$ cat src/rtl/rob_commit.sv
// Reorder buffer with in-order single-entry retire and mispredict flush.
// Define ROB_CDB_BYPASS_EN to forward the live CDB result onto the query ports.
module rob_commit #(
   parameter int ROB_DEPTH = 16,
   parameter int ROB_AW    = 4,
   parameter int REG_AW    = 5
) (
   input  logic              clk,
   input  logic              rst_n,
   input  logic              rdy,
   input  logic              in_issue_flag,
   input  logic [REG_AW-1:0] in_issue_dest_reg,
   output logic [ROB_AW-1:0] out_issue_rob,
   output logic              out_full,
   input  logic              in_cdb_flag,
   input  logic [ROB_AW-1:0] in_cdb_rob,
   input  logic [31:0]       in_cdb_value,
   input  logic              in_cdb_xbp,
   input  logic [ROB_AW-1:0] in_query_rob1,
   input  logic [ROB_AW-1:0] in_query_rob2,
   output logic              out_query_ready1,
   output logic              out_query_ready2,
   output logic [31:0]       out_query_value1,
   output logic [31:0]       out_query_value2,
   output logic [REG_AW-1:0] out_commit_reg,
   output logic [ROB_AW-1:0] out_commit_rob,
   output logic [31:0]       out_commit_value,
   output logic              out_xbp
);

   logic [ROB_AW-1:0]                head, tail;
   logic [ROB_AW:0]                  count;
   logic [ROB_DEPTH-1:0]             busy, done, xbp;
   logic [ROB_DEPTH-1:0][REG_AW-1:0] dest;
   logic [ROB_DEPTH-1:0][31:0]       value;

   logic issue_go, cdb_go, commit_go, flush;

   assign out_full      = (count == (ROB_AW+1)'(ROB_DEPTH));
   assign out_issue_rob = tail;

   // The cycle after a flush still sees stale issue/CDB traffic; drop it.
   assign issue_go  = rdy & in_issue_flag & ~out_full & ~out_xbp;
   assign cdb_go    = rdy & in_cdb_flag & busy[in_cdb_rob] & ~out_xbp;
   assign commit_go = rdy & busy[head] & done[head];
   assign flush     = commit_go & xbp[head];

   always_ff @(posedge clk or negedge rst_n) begin
      if (!rst_n) begin
         head             <= '0;
         tail             <= '0;
         count            <= '0;
         busy             <= '0;
         done             <= '0;
         xbp              <= '0;
         dest             <= '0;
         value            <= '0;
         out_commit_reg   <= '0;
         out_commit_rob   <= '0;
         out_commit_value <= '0;
         out_xbp          <= 1'b0;
      end else if (rdy) begin
         out_commit_reg <= '0;
         out_xbp        <= 1'b0;
         if (commit_go) begin
            out_commit_reg   <= dest[head];
            out_commit_rob   <= head;
            out_commit_value <= value[head];
            out_xbp          <= xbp[head];
         end
         if (flush) begin
            head  <= '0;
            tail  <= '0;
            count <= '0;
            busy  <= '0;
            done  <= '0;
            xbp   <= '0;
         end else begin
            if (cdb_go) begin
               done[in_cdb_rob]  <= 1'b1;
               value[in_cdb_rob] <= in_cdb_value;
               xbp[in_cdb_rob]   <= in_cdb_xbp;
            end
            // Retire after the CDB write so a same-edge write to head cannot revive it.
            if (commit_go) begin
               busy[head] <= 1'b0;
               done[head] <= 1'b0;
               head       <= head + ROB_AW'(1);
            end
            if (issue_go) begin
               busy[tail] <= 1'b1;
               done[tail] <= 1'b0;
               xbp[tail]  <= 1'b0;
               dest[tail] <= in_issue_dest_reg;
               tail       <= tail + ROB_AW'(1);
            end
            count <= count + (ROB_AW+1)'(issue_go) - (ROB_AW+1)'(commit_go);
         end
      end
   end

   always_comb begin
      out_query_ready1 = busy[in_query_rob1] & done[in_query_rob1];
      out_query_value1 = value[in_query_rob1];
      out_query_ready2 = busy[in_query_rob2] & done[in_query_rob2];
      out_query_value2 = value[in_query_rob2];
`ifdef ROB_CDB_BYPASS_EN
      if (in_cdb_flag && in_cdb_rob == in_query_rob1) begin
         out_query_ready1 = 1'b1;
         out_query_value1 = in_cdb_value;
      end
      if (in_cdb_flag && in_cdb_rob == in_query_rob2) begin
         out_query_ready2 = 1'b1;
         out_query_value2 = in_cdb_value;
      end
`endif
   end

endmodule

$ cat config.mk
export PLATFORM = sky130hd
export DESIGN_NAME = rob_commit
export DESIGN_NICKNAME = d
export VERILOG_FILES = /design/src/rtl/rob_commit.sv
export SDC_FILE = /design/constraint.sdc
export NUM_CORES = 1
export LEC_CHECK = 0
export CORE_MARGIN = 4
export CORE_UTILIZATION = 25
export DETAILED_ROUTE_END_ITERATION = 12
export PLACE_DENSITY = 0.52
export SYNTH_ARGS = -nofsm -noshare
export SYNTH_HDL_FRONTEND = slang
export SYNTH_SLANG_ARGS = --single-unit
$ cat constraint.sdc
create_clock -name clk -period 4 [get_ports clk]
set_input_delay 0.6 -clock clk [delete_from_list [all_inputs] [get_ports clk]]
set_output_delay 0.6 -clock clk [all_outputs]
set_load 0.05 [all_outputs]
Word-level counts from Yosys, hierarchy flattened
Index checks and enable logic that the tools add are counted.

operators by class
  add/sub/neg operators = 4
  order comparisons = 8
  equal/unequal tests = 1
  multiplexer cells = 62
  bitwise logic cells = 22
  reduce and logical (&&, ||, !) cells = 10

operators by type and width
  cell                                                  number
  bitwise mux 512 bit                                   1
  binary-select mux 32 bit (select 4 bit)               3
  2-to-1 mux 16 bit                                     18
  demux 32 bit (select 4 bit)                           1
  2-to-1 mux 32 bit                                     4
  bitwise mux 80 bit                                    1
  AND 16 bit                                            4
  binary-select mux 1 bit (select 4 bit)                8
  NOT 16 bit                                            2
  bitwise OR 16 bit                                     2
  < comparator 4 x 5 -> 1 bit (second input constant)   5
  binary-select mux 5 bit (select 4 bit)                1
  demux 5 bit (select 4 bit)                            1
  2-to-1 mux 5 bit                                      4
  bitwise mux 16 bit                                    1
  2-to-1 mux 4 bit                                      4
  demux 1 bit (select 4 bit)                            3
  >= comparator 4 x 1 -> 1 bit (second input constant)  3
  2-to-1 mux 1 bit                                      12
  AND 1 bit                                             11
  adder 4 x 1 -> 4 bit (second input constant)          2
  AND reduction 2 bit                                   3
  AND reduction 3 bit                                   2
  adder 5 x 1 -> 5 bit                                  1
  other kinds (5)                                       10

word-level totals
  bits in registers = 695
  bits of input ports = 55
  output and inout bits = 113
  word-level logic and storage cells = 149

Longest topological paths before layout
Gate-level depths: netlist (run 1).

  word-level depth = 15
  gate-level depth with buffers = 19
  depth with buffers taken out = 16

Worst setup path after synthesis (run 1)
No wires, ideal clock.

  path type = register to register
  start point = register count[3]
  end point = register count[4]
  setup time = 0.125 ns
  arrival time = 4.230 ns
  data required time = 3.875 ns
  slack = -0.355 ns
  stages on the path, launching flop included = 18
  buffers on the path = 1
  clock period less this slack = 4.355 ns
  path through = dfrtp_1 inv_1 ha_1 nor4bb_1 nor4b_1 clkbuf_1 inv_1 ha_1 inv_1 ha_1 inv_1 fa_1 inv_1 a21oi_1 o21bai_1 xnor2_1 mux2i_1 nor3_1

on the way
  word-level cells in the longest chain between the ends = 7

ends and longest elaborated chain
  element                    line  text
  from (decl)                32    logic [ROB_AW:0] count;
  from (signal assigned)     97    count <= count + (ROB_AW+1)'(issue_go) - (ROB_AW+1)'(commit_go);
  == test 5 bit              39    assign out_full = (count == (ROB_AW+1)'(ROB_DEPTH));
  named net out_full         14    output logic out_full,
  NOT 1 bit                  43    assign issue_go = rdy & in_issue_flag & ~out_full & ~out_xbp;
  AND 1 bit (2 in a row)     43
  adder 5 x 1 -> 5 bit       97
  subtractor 5 x 1 -> 5 bit  97
  2-to-1 mux 5 bit           71    if (flush) begin

The timed path passes the listed nets, and every way through them passes these cells.
A chain may end at the register's enable or synchronous reset.

Final worst setup path (run 1)
  start point = register head[0]
  end point = register count[4]

on the way
  word-level cells in the longest chain between the ends = 6
  elaborated cells on any way between the ends = 11
  those cells by class = 1 x add/sub; 7 x mux; 3 x bitwise

ends and longest elaborated chain
  element                                                        line    text
  from (decl)                                                    31      logic [ROB_AW-1:0] head, tail;
  from (signal assigned)                                         88      head <= head + ROB_AW'(1);
  binary-select mux 1 bit (select 4 bit)                         45      assign commit_go = rdy & busy[head] & done[head];
  2-to-1 mux 1 bit (implied by the code)                         45
  AND 1 bit (2 in a row)                                         45
  subtractor 5 x 1 -> 5 bit / AND 1 bit (equally long branches)  97, 46
  2-to-1 mux 5 bit *                                             71

Mark *: on every way between the ends. The rest lies on a longest branch, timed or not. The select of a mux whose other input is x is not followed.

==> results.sh, run 1 <==
export IMPL_outcome="completed"
export IMPL_cts_max_level=3
export IMPL_layout_commonest_cell="dfrtp_1"
export IMPL_synth_top_family_by_area="multiplexers"
export IMPL_fin_nets=2753
export IMPL_largest_register_ffs=512
export IMPL_wl_mm=130
export IMPL_grt_pass1_wl_mm=192
export IMPL_fillers=15900
export IMPL_min_delay_path_class="flop to flop"
export IMPL_synth_main_ff_cell="dfrtp_1"
export IMPL_synth_simple_area_share_pct=4.38
export IMPL_largestRegisters="value: 512 flops, dest: 80 flops, out_commit_value: 32 flops"
export IMPL_cp_required_ps=4570
export IMPL_place_ws_ps=308
export IMPL_ant_nets=0
export IMPL_drtIter0Drc=2105
export IMPL_path_clk_slew_ps=60
export IMPL_synth_mux_area_share_pct=46.5
export IMPL_hold_ws_ps=470
export IMPL_die_h_um=408
export IMPL_vias_per_cell=5.17
export IMPL_rsz0062_at_grt="no"
export IMPL_synth_fa_ha_area_share_pct=0.487
export IMPL_worstPathArrival_ps=4260
export IMPL_tritoncts="yes"
export IMPL_fin_area_um2=47800
export IMPL_grt_usage_pct=15.5
export IMPL_power_density_nw_per_um2=548
export IMPL_cts_max_path_buffers=3
export IMPL_multi_input_area_um2=21500
export IMPL_io_pins=168
export IMPL_netlist_area_um2=40100
export IMPL_p_total_mw=26.2
export IMPL_clock_root_buffer="clkbuf_16"
export IMPL_reg2reg_slack_ps=310
export IMPL_synth_distinct_cells=60
export IMPL_post_place_cells=4668
export IMPL_synthArstFlopShare_pct=100
export IMPL_finalHoldViolations=0
export IMPL_port_buffers=167
export IMPL_leakage_nw=20.0
export IMPL_core_area_um2=159000
export IMPL_vias=25000
export IMPL_syn_inst=2547
export IMPL_avgSynthCellArea_um2=15.7
export IMPL_clk_latency_ps=700
export IMPL_min_period_over_period_pct=92.3
export IMPL_fin_crit_ps=3690
export IMPL_worstSetupStartpoint="head[0]"
export IMPL_numClockSinks=695
export IMPL_detail_route_wl_per_cell_um=26.9
export IMPL_ys_ff_latch=695
export IMPL_r2r_start="head[0]"
export IMPL_cp_max_fo=10
export IMPL_holdPathStages=2
export IMPL_grt_pass1_vias=26100
export IMPL_dpl_cell_area_um2=44800
export IMPL_cts_made_buffers=84
export IMPL_antenna_found_initial=11
export IMPL_hpwl_mm=82.1
export IMPL_die_w_um=408
export IMPL_final_util_pct=30.0
export IMPL_setup_tns_ps=0
export IMPL_critPathKind="flop to flop"
export IMPL_top_register="value"
export IMPL_drcViolationCount=0
export IMPL_ys_seq_area_share_pct=43.4
export IMPL_fin_ws_ps=306
export IMPL_synth_nets=2617
export IMPL_fmax_ghz=0.271
export IMPL_synth_xor_xnor_area_share_pct=0.0874
export IMPL_setup_violations=0
export IMPL_firstDrtPassIters=6
export IMPL_syn_to_final_growth_pct=19.1
export IMPL_slew_violations=0
export IMPL_grt_start_max_net_pins=110
export IMPL_yosysTopAreaCellShare_pct=43.4
export IMPL_ys_warnings_count=0
export IMPL_ir_worst_vdd_mv=0.415
export IMPL_ys_top_cells_by_area="dfrtp_1, mux4_2, mux2_2"
export IMPL_r2r_cells=16
export IMPL_start_kind="flop"
export IMPL_synth_edf_count=0
export IMPL_end_kind="flop"
export IMPL_fin_cells=4826
export IMPL_gp_congestion=0.819
export IMPL_final_seq_area_um2=17400
export IMPL_die_area_um2=167000
export IMPL_fin_skew_ps=59.1
export IMPL_row_count=146
export IMPL_critPathCapture="count[4]"
export IMPL_start_util_pct=25.2
export IMPL_synth_compound_area_share_pct=2.05
export IMPL_slew_headroom_pct=32.8
export IMPL_drive_gt1_share_pct=53.4
export IMPL_tightest_slew_ps=1010
export IMPL_grt_ovfl_total=0
export IMPL_layout_common_cells="dfrtp_1, mux4_2, mux2_2"
export IMPL_drv_cap=0
export IMPL_synth_top_area_cell="dfrtp_1"
export IMPL_r2r_end="count[4]"
[synth_stat cells (all sizes together), types with 4 or more instances]
library cell,count
inv,15
ha,14
o21ai,19
o22ai,8
a22o,5
a31oi,11
a21oi,53
a2111oi,10
nor2,84
buf,122
mux4,522
a311oi,6
clkbuf,120
and2,4
nor2b,5
nand2,164
mux2,593
nor4,4
nor3,27
nand3,22
dfrtp,695
[worst min-delay path by stage]
stage,startpoint,end,slack [ps]
floorplan,rst_n,busy[0],300
global placement,out_commit_value[11],out_commit_value[11],460
detailed placement,out_commit_value[18],out_commit_value[18],470
CTS,rst_n,out_commit_reg[3],440
global route,out_commit_value[23],out_commit_value[23],500
finish,out_commit_value[25],out_commit_value[25],470
[where the power goes]
group          switching (mW)  total, mW  internal [mW]
registers                1.21       9.61           8.40
logic                    4.32       8.41           4.09
clock network            3.36       8.17           4.81
total                    8.88       26.2           17.3
[routing by layer]
metal / GRT usage (%) / vias to the layer above / part of all wire (%)
met5: 0 / - / 0.043
met4: 4.32 / 8 / 2.3
met3: 2.66 / 168 / 5.4
met2: 25.2 / 769 / 48
met1: 21.3 / 13700 / 44
li1: - / 10400 / -
[cell type report]
| class | instances | share of cell area, % |
|---|---|---|
| Tap cell | 2072 | 5.43 |
| Sequential cell | 695 | 36.5 |
| Antenna cell | 1 | 0.00524 |
| Timing Repair Buffer | 292 | 6.79 |
| Multi-Input combinational cell | 1593 | 45.0 |
| Inverter | 17 | 0.136 |
| Clock buffer | 113 | 4.97 |
| Clock inverter | 43 | 1.23 |
[timing repair]
item                                   CTS  global route
hold buffers                             1             0
buffers inserted                         0             0
resized for setup                        0             0
endpoints found under the hold margin   48             0
[cell families after synthesis]
kind of cell	Yosys count
mux	1118
flops	695
simple gates	330
buf+inv	259
compound gates	126
fa+ha+maj	15
xor+xnor	4
[worst max-delay path, stage by stage (launching register included)]
cell,delay [ps]
dfrtp_4,550
mux4_2,520
mux2_2,330
nor2b_1,260
or3_4,190
clkinv_2,50
ha_1,260
inv_1,50
ha_1,150
inv_1,60
fa_1,430
inv_1,80
a21oi_1,70
o21bai_1,150
xnor2_1,150
mux2i_1,200
nor3_1,60
Power figures use the tool's default switching activity.
==> inputs of run 2 (changes only) <==
--- a/config.mk
+++ b/config.mk
@@ -8,6 +8,7 @@
 export CORE_MARGIN = 4
 export CORE_UTILIZATION = 25
 export DETAILED_ROUTE_END_ITERATION = 12
+export GPL_TIMING_DRIVEN = 0
 export PLACE_DENSITY = 0.52
 export SYNTH_ARGS = -nofsm -noshare
 export SYNTH_HDL_FRONTEND = slang
==> run 2 against run 1 <==
Against the previous run: clock power shrank 3.1%; power is 1.1% higher; utilization down 0.092 points; critical path depth shrank 10; register-to-register slack lost 150 ps; non-clock buffer count rose by 117; worst setup slack worse by 290 ps; first-iteration DRC count fell by 2.8%; worst hold slack got worse by 130 ps; critical endpoint is now out_query_value1[30]; largest cell class unchanged; highest routed layer unchanged.
==> results.sh, run 2 (synthesized netlist as in run 1, its figures left out) <==
export IMPL_outcome="completed"
export IMPL_vias_per_cell=5.19
export IMPL_fin_crit_ps=3990
export IMPL_min_period_over_period_pct=99.7
export IMPL_fin_skew_ps=32.9
export IMPL_drv_cap=0
export IMPL_cp_max_fo=10
export IMPL_hpwl_mm=100
export IMPL_p_total_mw=26.5
export IMPL_clock_root_buffer="clkbuf_16"
export IMPL_largestRegisters="value: 512 flops, dest: 80 flops, out_commit_value: 32 flops"
export IMPL_vias=25600
export IMPL_die_h_um=408
export IMPL_fmax_ghz=0.251
export IMPL_hold_ws_ps=339
export IMPL_critPathKind="input port to output port"
export IMPL_largest_register_ffs=512
export IMPL_path_clk_slew_ps=50
export IMPL_cp_required_ps=3400
export IMPL_io_pins=168
export IMPL_tritoncts="yes"
export IMPL_cp_num_buf_inv=4
export IMPL_start_kind="input port"
export IMPL_end_kind="output port"
export IMPL_top_register="value"
export IMPL_grt_pass1_wl_mm=202
export IMPL_drtIter0Drc=2046
export IMPL_ir_worst_vdd_mv=0.317
export IMPL_antenna_found_initial=16
export IMPL_drive_gt1_share_pct=49.4
export IMPL_place_ws_ps=-1620
export IMPL_slew_violations=0
export IMPL_drcViolationCount=0
export IMPL_numClockSinks=695
export IMPL_cpPeakStageDelay_ps=740
export IMPL_start_util_pct=25.2
export IMPL_cts_made_buffers=85
export IMPL_crit_chain="clkbuf_2, clkbuf_2, buf_2, mux4_2, mux4_2, clkdlybuf4s50_1"
export IMPL_tightest_slew_ps=1290
export IMPL_grt_start_max_net_pins=112
export IMPL_row_count=146
export IMPL_fin_nets=2871
export IMPL_die_area_um2=167000
export IMPL_detail_route_wl_per_cell_um=28.4
export IMPL_core_area_um2=159000
export IMPL_port_buffers=158
export IMPL_rsz0062_at_grt="yes"
export IMPL_grt_usage_pct=16.7
export IMPL_fin_ws_ps=12.5
export IMPL_slew_headroom_pct=14.3
export IMPL_layout_common_cells="dfrtp_1, mux4_2, mux2_2"
export IMPL_worstPathArrival_ps=3390
export IMPL_cpLargestDelayFamily="buffers and inverters"
export IMPL_min_delay_path_class="input port to flop"
export IMPL_finalHoldViolations=0
export IMPL_leakage_nw=20.3
export IMPL_die_w_um=408
export IMPL_fillers=16000
export IMPL_layout_commonest_cell="dfrtp_1"
export IMPL_cts_max_path_buffers=3
export IMPL_setup_violations=0
export IMPL_firstDrtPassIters=5
export IMPL_slowest_stage="clkdlybuf4s50_1"
export IMPL_power_density_nw_per_um2=556
export IMPL_clk_latency_ps=700
export IMPL_grt_ovfl_total=0
export IMPL_final_util_pct=30.0
export IMPL_cts_max_level=3
export IMPL_grt_pass1_vias=26900
export IMPL_ant_nets=0
export IMPL_gp_congestion=0.854
export IMPL_wl_mm=140
export IMPL_syn_to_final_growth_pct=18.7
## run 2: changes by cell type in the layout (fill, tap and decap cells not counted), sizes merged, moves of 5 or more
cell,previous run,this run
dlymetal6s2s,0,10
clkinv,20,10
inv,24,16
diode,1,6
dlygate4sd2,0,34
clkbuf,113,257
buf,189,122
clkdlybuf4s50,102,113
clkdlybuf4s15,0,5
## run 2: repair_timing
item                       4_1_cts  5_1_grt
hold buffers                     1        0
gates resized for setup        188       33
buffers inserted                 1        0
hold endpoints to repair        54        0
setup endpoints to repair       89       22
pin swaps                        0        0
## run 2: path summary, 6_finish.rpt
| kind | startpoint | to | slack [ps] | cells past startpoint |
|---|---|---|---|---|
| setup / recovery | in_query_rob1[1] | out_query_value1[30] | 10 | 6 |
| hold / removal | rdy | count[1] | 340 | 3 |
| setup reg to reg | head[0] | count[4] | 160 | 18 |
| hold reg to reg | out_commit_value[21] | out_commit_value[21] | 480 | 2 |
| max in group asynchronous | rst_n | value[271] | 1420 | 5 |
| min in group asynchronous | rst_n | dest[12] | 550 | 2 |
## run 2: worst min-delay path, cell delays in order
cell and delay (ps):
buf_2 190, nand2b_1 110, o22ai_1 70
## run 2: final cells by class
type	count	area [um^2]	share of cell area, %
Tap cell	2072	2590	5.45
Clock buffer	134	2570	5.41
Multi-Input combinational cell	1593	21500	45.2
Timing Repair Buffer	167	1770	3.71
Buffer	242	1430	3.00
Clock inverter	17	255	0.536
Antenna cell	6	15.0	0.0315
Sequential cell	695	17400	36.5
Inverter	17	71.3	0.150
## run 2: power breakdown
group | leakage [nW] | internal [mW] | switching [mW]
combinational | 9.42 | 4.17 | 4.84
clock | 1.37 | 4.72 | 3.20
sequential | 9.45 | 8.40 | 1.15
## run 2: metrics by stage
step / TNS (ps) / cells / area (um^2)
2_1_floorplan: 0 / 2547 / 40100
3_3_place_gp: - / 4777 / 44300
3_5_place_dp: -86900 / 4783 / 44400
4_1_cts: 0 / 4936 / 47500
5_1_grt: -12.3 / 4937 / 47600
6_report: 0 / 4943 / 47600
## run 2: routing by layer
metal | global-route usage [%] | vias up | routed length (um)
met2 | 26.9 | 901 | 66900
met5 | 0 | - | 51
li1 | - | 10600 | -
met4 | 5.86 | 8 | 4980
met1 | 22.1 | 13900 | 59000
met3 | 3.99 | 244 | 9550
==> variant: new RTL, settings of run 1 <==
Make the reset (`rst_n`) synchronous in one clocked block.
--- a/src/rtl/rob_commit.sv
+++ b/src/rtl/rob_commit.sv
@@ -45,7 +45,7 @@
    assign commit_go = rdy & busy[head] & done[head];
    assign flush     = commit_go & xbp[head];
 
-   always_ff @(posedge clk or negedge rst_n) begin
+   always_ff @(posedge clk) begin
       if (!rst_n) begin
          head             <= '0;
          tail             <= '0;
Function: not settled (the Yosys comparison gave no result); the edit may change what the design does.
==> variant against run 1 <==
Count of clock-buffer cells in the layout grew 10; die area shrank 3.9%; wire length shrank 2.6%; setup slack lost 0.012 ns; first-iteration DRC count shrank 3.9%; synthesized area shrank 4.0%; largest cell class unchanged; sequential cell count is the same; final area shrank 5.4%; critical endpoint is now count[4]; non-clock buffer count shrank 2.
Power is not compared: it rests on default switching activity, and its combinational part moved more than twofold at a synthesized area within 25%.
==> variant: results (changes against run 1) <==
Hold path
  • Origin of the worst min-delay path: rst_n
  • Type of the most critical hold path: in2reg

Placement
  • Setup WS pre-CTS: 0.1179 ns (-0.1901 ns)
  • HPWL after DPL: 80170 um (-2.4%)

Routing
  • Met1 Routed Length: 54450 um (-4.5%)
  • Number of iterations in the first detailed-routing pass: 5 (-1)
  • Top layer in use: met4

STA
  • Worst-case hold slack: 0.3926 ns (-0.07786 ns)

Finish
  • Clk cell area share: 6.361% (+0.16 points)
  • Sequential share of cell area: 30.81% (-5.6 points)
  • Buffering overhead: 6.395% (-0.40 points)
  • Number of signal-net buffers in the layout: 290 (-0.68%)
  • Non-Clock Inverter Count: 25 (+8)
  • Final antenna diode count: 2 (+1)
  • Final instance area: 0.04520 mm2 (-5.4%)
  • Final Instance Count excl. Fillers: 5361 (+11%)
  • Layout filler cell count: 15539 (-2.0%)
  • Share of layout cells above drive strength 1: 26.91% (-26 points)
  • Post-layout net count: 3331 (+21%)

Yosys
  • Ranking of synthesized cells by instance count: sky130_fd_sc_hd__dfxtp_1 (695), sky130_fd_sc_hd__nand2_1 (685), sky130_fd_sc_hd__mux2i_1 (649)
  • Adder-cell area share of the yosys netlist: 0.5071% (+0.020 points)
  • Mux contribution to synthesized area: 47.22% (+0.70 points)
  • Count of distinct cell types in the synthesized netlist: 63 (+5.0%)
  • Async set or reset register ratio after synthesis: 0% (-100 points)

Global route
  • Pin count of the biggest net entering global routing: 101 (-8.2%)
  • Met2 Use GR: 25.91% (+0.68 points)
  • Total Routing Usage GR: 15.37% (-0.13 points)
  • Number of global-route vias before repair: 27358 (+4.8%)

Run status
  • Run status: finished clean

Floorplanning
  • Floorplan die width: 400.4 um (-2.0%)

Worst setup path
  • Crit Reg-Reg Endpoint: count[4]
  • Reg2reg start: head[2]
  • Worst reg-to-reg path cell count: 17 (+1)
  • Cell family with the largest share of critical-path delay: adder cells
  • Crit path max-delay cell type: sky130_fd_sc_hd__mux4_2

Clock network
  • TritonCTS Buffers: 85 (+1.2%)

Power
  • Overall power after layout: 0.01580 W
==> variant: cell types whose count changed in the layout (fill, tap and decap cells not counted), moves of 19 or more <==
cell / delta
sky130_fd_sc_hd__nand2_1: +521
sky130_fd_sc_hd__mux2_1: -26
sky130_fd_sc_hd__mux2_2: -511
sky130_fd_sc_hd__dfxtp_1: +692
sky130_fd_sc_hd__dfrtp_1: -691
sky130_fd_sc_hd__mux2i_1: +646
sky130_fd_sc_hd__mux2_4: -50
sky130_fd_sc_hd__buf_4: +27
sky130_fd_sc_hd__nor2_4: -19
sky130_fd_sc_hd__nor2_1: +26
sky130_fd_sc_hd__buf_12: -26
sky130_fd_sc_hd__a21oi_1: -19
==> variant: how the worst max path moves through the flow <==
stage,startpoint,to,slack [ns],cells past startpoint
finish,head[2],count[4],0.29,17
global route,head[2],count[4],0.07,17
CTS,head[2],count[4],0.29,17
detailed placement,rdy,count[4],0.12,17
global placement,rdy,count[4],-0.008,17
floorplan,head[0],count[4],0.05,19
